### src/rtl/pipe_stage_skid_reg.sv
// Pipeline-stage register with valid/ready handshake, synchronous flush and
// an optional 2-entry skid buffer that registers the upstream ready.
module pipe_stage_skid_reg #(
  parameter int unsigned       DATA_W     = 96,
  parameter bit                SKID       = 1'b1,
  parameter logic [DATA_W-1:0] BUBBLE_VAL = 96'h0000_0000_0000_0000_0000_0013,
  parameter int unsigned       CNT_W      = 16
) (
  input  logic              clk_i,
  input  logic              rst_i,
  input  logic              flush_i,
  input  logic              in_valid_i,
  output logic              in_ready_o,
  input  logic [DATA_W-1:0] in_data_i,
  output logic              out_valid_o,
  input  logic              out_ready_i,
  output logic [DATA_W-1:0] out_data_o,
  output logic [CNT_W-1:0]  stall_cnt_o
);

  localparam logic [1:0] S_EMPTY = 2'd0;
  localparam logic [1:0] S_ONE   = 2'd1;
  localparam logic [1:0] S_FULL  = 2'd2;

  logic [1:0]        state_q, state_d;
  logic [DATA_W-1:0] main_q, main_d;
  logic [DATA_W-1:0] skid_q, skid_d;
  logic [CNT_W-1:0]  cnt_q, cnt_d;
  logic              in_xfer, out_xfer;

  assign out_valid_o = (state_q != S_EMPTY);
  assign out_data_o  = main_q;
  assign stall_cnt_o = cnt_q;

  // With the skid buffer, ready depends on state only, cutting the path
  // from out_ready_i back to the upstream stage.
  assign in_ready_o = SKID ? (state_q != S_FULL) : (~out_valid_o | out_ready_i);

  assign in_xfer  = in_valid_i & in_ready_o;
  assign out_xfer = out_valid_o & out_ready_i;

  always_comb begin
    state_d = state_q;
    main_d  = main_q;
    skid_d  = skid_q;
    if (flush_i) begin
      state_d = S_EMPTY;
      main_d  = BUBBLE_VAL;
      skid_d  = BUBBLE_VAL;
    end else begin
      case (state_q)
        S_EMPTY: begin
          if (in_xfer) begin
            state_d = S_ONE;
            main_d  = in_data_i;
          end
        end
        S_ONE: begin
          // Without a skid buffer, in_xfer in ONE implies out_xfer, so FULL is unreachable.
          if (in_xfer && out_xfer) begin
            main_d = in_data_i;
          end else if (out_xfer) begin
            state_d = S_EMPTY;
          end else if (in_xfer) begin
            state_d = S_FULL;
            skid_d  = in_data_i;
          end
        end
        S_FULL: begin
          if (out_xfer) begin
            state_d = S_ONE;
            main_d  = skid_q;
          end
        end
        default: state_d = S_EMPTY;
      endcase
    end
  end

  always_comb begin
    cnt_d = cnt_q;
    if (out_valid_o && !out_ready_i && (cnt_q != {CNT_W{1'b1}})) begin
      cnt_d = cnt_q + CNT_W'(1);
    end
  end

  always_ff @(posedge clk_i or posedge rst_i) begin
    if (rst_i) begin
      state_q <= S_EMPTY;
      main_q  <= BUBBLE_VAL;
      skid_q  <= BUBBLE_VAL;
      cnt_q   <= '0;
    end else begin
      state_q <= state_d;
      main_q  <= main_d;
      skid_q  <= skid_d;
      cnt_q   <= cnt_d;
    end
  end

endmodule

### config.mk
export PLATFORM = sky130hd
export DESIGN_NAME = pipe_stage_skid_reg
export DESIGN_NICKNAME = d
export VERILOG_FILES = /design/src/rtl/pipe_stage_skid_reg.sv
export SDC_FILE = /design/constraint.sdc
export NUM_CORES = 1
export LEC_CHECK = 0
export ABC_AREA = 1
export BUFFER_PORTS_ARGS = -buffer_cell sky130_fd_sc_hd__buf_2
export CORE_MARGIN = 4
export CORE_UTILIZATION = 45
export CTS_BUF_LIST = sky130_fd_sc_hd__clkbuf_8
export DETAILED_ROUTE_END_ITERATION = 7
export GPL_ROUTABILITY_DRIVEN = 0
export PLACE_DENSITY = 0.83
export SLEW_MARGIN = 20
export SYNTH_ARGS = -nofsm -noshare
export SYNTH_HDL_FRONTEND = slang
export SYNTH_SLANG_ARGS = --single-unit
### constraint.sdc
create_clock -name clk_i -period 7.21 [get_ports clk_i]
set_input_delay 1.442 -clock clk_i [delete_from_list [all_inputs] [get_ports clk_i]]
set_output_delay 1.442 -clock clk_i [all_outputs]
set_load 0.02 [all_outputs]
==> results of run 1 <==
## worst max-delay path, cell delays in order
cell and delay [ns]:
buf_2 0.71, inv_2 0.69, nand2_2 0.26, clkinv_2 0.44, buf_4 0.52, nand2_1 0.13
o21ai_0 0.09
## final timing paths
path / depth (start not counted) / endpoint / slack [ns]
setup / recovery: 7 / skid_q[33] / 3.24
hold / removal: 2 / skid_q[82] / 0.47
setup reg to reg: 9 / out_data_o[66] / 4.28
hold reg to reg: 2 / skid_q[82] / 0.47
max in group asynchronous: 3 / skid_q[30] / 4.78
min in group asynchronous: 2 / out_data_o[32] / 1.06
## flip-flops by register name, indices dropped and copies added, names as in the netlist
name,count
out_data_o,96
skid_q,96
stall_cnt_o,16
state_q,2
## final cells by class
class | instances | area (µm²) | share of cell area [%]
Sequential cell | 210 | 5263 | 46.12
Multi-Input combinational cell | 752 | 3463 | 30.35
Timing Repair Buffer | 221 | 1187 | 10.41
Clock buffer | 44 | 605.6 | 5.307
Inverter | 119 | 455.4 | 3.991
Tap cell | 270 | 337.8 | 2.961
Clock inverter | 22 | 96.34 | 0.8443
Antenna cell | 1 | 2.502 | 0.02193
## per-stage QoR
step	instances	total power, mW
after floorplan	1155	1.808
after global placement	1569	2.001
after detailed placement	1569	2.016
after CTS	1635	3.057
after global routing	1639	3.193
final	1639	3.023
## power groups by stage
stage | combinational, mW | clock [mW] | sequential (mW)
detailed placement | 0.593 | 0 | 1.42
finish | 0.593 | 1.02 | 1.41
global route | 0.659 | 1.11 | 1.42
global placement | 0.581 | 0 | 1.42
CTS | 0.595 | 1.06 | 1.40
floorplan | 0.282 | 0 | 1.53
## layer usage
metal,vias up,track usage [%]
li1,4103,-
met1,3860,28.11
met2,330,31.37
met3,44,4.297
met4,2,6.916
met5,-,0
## layout by cell type, fill, tap and decap left out, drive strengths merged, types with 3 or more instances in the layout
master | Yosys | final
inv | 119 | 137
a22oi | 3 | 3
nand2 | 395 | 395
dfrtp | 204 | 204
o21ai | 153 | 153
xor2 | 8 | 8
dfstp | 6 | 6
o211ai | 49 | 49
a21oi | 3 | 3
nand4 | 5 | 5
nor2 | 70 | 70
nand3 | 19 | 19
buf | 46 | 221
o22ai | 46 | 46
clkbuf | 28 | 44
## logic make-up (layout without fill, tap and decap cells)
kind of cell    count (synthesis)  in the layout  share of synthesized area [%]
other cells                     0              1                              0
xor+xnor                        8              8                         0.7383
simple gates                  489            489                          19.88
compound gates                254            254                          15.41
buf+inv                       193            406                          8.385
fa+ha+maj                       1              1                         0.1318
flops                         210            210                          55.45
==> results.yml, run 1 <==
status:
  status: "complete, no violations"
synthesis:
  synth_top_cell_by_area: "dfrtp_1"
  ys_ff_latch: 210
  postSynthAreaPerCell_um2: 8.217
  synth.most_common_cell: "nand2_1"
  synth.distinct_cells: 24
  ys_seq_area_share_pct: 55.45
  netlist.area_leader.share_pct: 53.79
  synth-edff-count: 0
  synth_top_cells_by_area: "dfrtp_1 54%, nand2_1 15%, o21ai_1 5.0%"
  synth_cells: 1155
  yosys_warnings: 0
  netlist_area_um2: 9490
  synthFlopType: "dfrtp_1"
  async_reset_ff_share_pct: 100.0
  synth_common_cells: "390 x nand2_1, 204 x dfrtp_1, 115 x inv_1"
  synthesis.nets: 1257
detailed_routing:
  drc: 0
  drt-vias-per-instance: 5.088
  dr_total_vias: 8339
  drtIter0Drc: 531
  wl_met1_um: 10520
  dr_wl_met2_um: 11100
  antenna_left: 0
  totalWireLength_um: 24100
  wl_met3_um: 1917
  highest_layer: "met5"
  avgRoutedWirePerCell_um: 14.70
  first_pass_iters: 5
global_routing:
  grt_max_degree: 193
  grt_pass1_vias: 8050
  grt_usage_pct: 20.12
  grt_pass1_wl_um: 39830
  antenna_found_initial: 2
  grt.overflow.total: 0
power_and_ir_drop:
  power_leakage_nw: 6.173
  ir_drop_uv: 155.1
  p_int_mw: 2.055
  combPwrFrac_pct: 19.6
  pwr-share-seq_pct: 46.5
  p_sw_share_pct: 32.04
  clockPowerShare_pct: 33.9
  powerDensity_nw_per_um2: 264.9
  p_switching_mw: 0.9686
clocking:
  path_clk_slew_ns: 0.05
  hold_buffers: 0
  cts_tree: "yes"
  cts.path.max_buffers: 3
  cts_root_buf: "clkbuf_8"
  clock_latency_ns: 0.52
  htreeDepth: 2
  cts_made_buffers: 38
  cts_resized: 0
  cts_setup_buffers: 0
  clkSinkCount: 210
worst_setup_path:
  worstSetupStartpoint: "flush_i"
  required_ns: 7.56
  critPathLaunchType: "primary input"
  critPathKind: "in -> reg"
  regToRegStartpoint: "state_q[0]"
  crit_fanout: 60
  cp.arrival_ns: 4.32
  crit_path_end_kind: "register"
cells_and_area:
  nets: 1444
  utilization_pct: 55.68
  area_growth_syn_to_layout_pct: 20.24
  final_area_um2: 11410
  num-fill-cells: 1855
  drive_gt1_share_pct: 21.13
job:
  drv_cap: 0
floorplan:
  core_area_um2: 20490
  die_y_um: 153.2
  die-area_um2: 23480
  io_pins: 215
  die_w_um: 153.2
  rows: 52
  initial_utilization_pct: 46.31
timing:
  fin_hold_ws_ns: 0.4693
  worst_pin_slew_ns: 1.038
  slew_viol_final: 0
  period_needed_ns: 3.969
  fmax_ghz: 0.2520
  clock_skew_ns: 0.02105
  slew_headroom_pct: 30.73
  setup_viol: 0
  fin_tns_setup_ns: 0
  hold_viol_final: 0
  grt_setup_unrepaired: "false"
  worst_slack_ns: 3.242
  post-route-period-util_pct: 55.04
placement:
  pre_cts_slack_ns: 2.599
  place_area_um2: 10620
  hpwlAfterDp_um: 15080
  io_buffers: 214
hold_path:
  hp-class: "reg -> reg"
  hp-start: "skid_q[82]"
Power figures use the tool's default switching activity.
==> run 2, diff against run 1 <==
clock period = 3.6 ns   (was 7.21 ns; I/O delays follow)
==> run 2 against run 1 <==
Clock power increased by 130%. Register-to-register slack got worse by 3.1 ns. Clock skew decreased by 0.0084 ns. Sequential power increased by 99%. Clock-buffer cell count increased by 3. Largest cell class unchanged.
==> results.yml, run 2 (same netlist as run 1, synthesis figures left out) <==
timing:
  slew_viol_final: 0
  post-route-period-util_pct: 67.27
  period_needed_ns: 2.422
  fin_hold_ws_ns: 0.3721
  grt_setup_unrepaired: "false"
  fin_tns_setup_ns: 0
  hold_viol_final: 0
  worst_pin_slew_ns: 1.070
  clock_skew_ns: 0.01262
  fmax_ghz: 0.4129
  slew_headroom_pct: 28.64
  setup_viol: 0
  worst_slack_ns: 1.178
floorplan:
  io_pins: 215
  initial_utilization_pct: 46.31
  die_y_um: 153.2
  core_area_um2: 20490
  die_w_um: 153.2
  rows: 52
  die-area_um2: 23480
global_routing:
  grt_pass1_wl_um: 41480
  grt_usage_pct: 20.98
  antenna_found_initial: 6
  busiest_layer: "met2"
  grt.overflow.total: 0
  met3_usage_pct: 5.570
  grt_max_degree: 193
  grt_pass1_vias: 8314
  grtUsageMet2_pct: 33.00
  met1_usage_pct: 28.15
placement:
  io_buffers: 214
  hpwlAfterDp_um: 15820
  dpl.cell_count: 1576
  place_area_um2: 10690
  pre_cts_slack_ns: 1.075
worst_setup_path:
  critPathMaxStageDelay_ns: 0.41
  crit_chain: "inv_2 > nand2_4 > nor2_4 > nand2_1 > nand2_1 > inv_1 > nand2_8 > buf_16 > nand2_1 > o21ai_1"
  critPathKind: "reg -> reg"
  required_ns: 4.03
  crit_fanout: 123
  cp_slowest_cell: "buf_16"
  crit_path_end_kind: "register"
  critPathLaunchType: "register"
  crit_path_frequent_cell: "nand2_1"
  cp.arrival_ns: 2.85
cells_and_area:
  final_cell_mix: "390 x nand2_1, 214 x buf_2, 204 x dfrtp_1, 122 x inv_1, 95 x o21ai_1"
  nets: 1447
  area_growth_syn_to_layout_pct: 21.56
  drive_gt1_share_pct: 22.08
  final_area_um2: 11540
  layout.cells.most_common: "nand2_1"
  utilization_pct: 56.29
  num-fill-cells: 1854
  final_cells: 1644
clocking:
  hold_buffers: 0
  cts_root_buf: "clkbuf_8"
  cts_made_buffers: 36
  clock_latency_ns: 0.51
  htreeDepth: 2
  clkSinkCount: 210
  path_clk_slew_ns: 0.06
  cts_resized: 0
  cts.path.max_buffers: 3
  cts_tree: "yes"
  cts_setup_buffers: 0
detailed_routing:
  drc: 0
  dr_total_vias: 8415
  avgRoutedWirePerCell_um: 14.96
  antenna_left: 0
  totalWireLength_um: 24590
  first_pass_iters: 5
  drtIter0Drc: 548
  drt-vias-per-instance: 5.119
power_and_ir_drop:
  power_mw: 6.381
  powerDensity_nw_per_um2: 553.1
  ir_drop_uv: 328.9
  power_leakage_nw: 6.217
hold_path:
  hp-class: "in -> async"
job:
  drv_cap: 0
status:
  status: "complete, no violations"
==> run 2: changes by cell type in the layout (fill, tap and decap cells not counted), moves of 2 or more <==
| cell | before | now |
|---|---|---|
| clkbuf_8 | 44 | 47 |
| buf_4 | 3 | 9 |
| bufinv_16 | 0 | 3 |
| buf_16 | 3 | 1 |
| inv_1 | 132 | 122 |
| buf_12 | 0 | 2 |
| clkinv_2 | 2 | 6 |
==> run 2: path summary, 6_finish.rpt <==
kind | slack, ns | cells past startpoint | from | to
worst min register to register | 0.47 | 2 | skid_q[66] | skid_q[66]
max in group asynchronous | 2.31 | 3 | rst_i | skid_q[72]
worst min-delay path | 0.37 | 2 | rst_i | out_data_o[43]
worst max-delay path | 1.18 | 10 | state_q[0] | out_data_o[29]
worst max register to register | 1.18 | 10 | state_q[0] | out_data_o[29]
min in group clk_i | 0.44 | 3 | in_data_i[0] | skid_q[0]
==> run 2: metal layers <==
metal,share of wire (%),vias up
li1,-,4113
met1,42,3896
met2,46,332
met3,8.3,64
met4,2.8,10
met5,0.30,-
==> run 2: final cells by class <==
cell class / count / area [µm²] / share of cell area (%)
Clock inverter: 18 / 162.7 / 1.410
Sequential cell: 210 / 5263 / 45.62
Inverter: 119 / 451.7 / 3.915
Timing Repair Buffer: 226 / 1206 / 10.46
Antenna cell: 2 / 5.005 / 0.04338
Clock buffer: 47 / 646.9 / 5.607
Multi-Input combinational cell: 752 / 3463 / 30.02
Tap cell: 270 / 337.8 / 2.928
==> run 2: critical path: cells and delay by family (launching register included) <==
kind | cells | cell delay (ns)
compound gates | 1 | 0.13
buf+inv | 3 | 0.61
flops | 1 | 0.40
simple gates | 6 | 1.13
==> run 2: power by group <==
part	internal (mW)	leakage (nW)	switching (mW)
combinational	0.379	3.01	0.823
sequential	2.63	2.76	0.185
clock	1.39	0.451	0.971
total	4.40	6.22	1.98
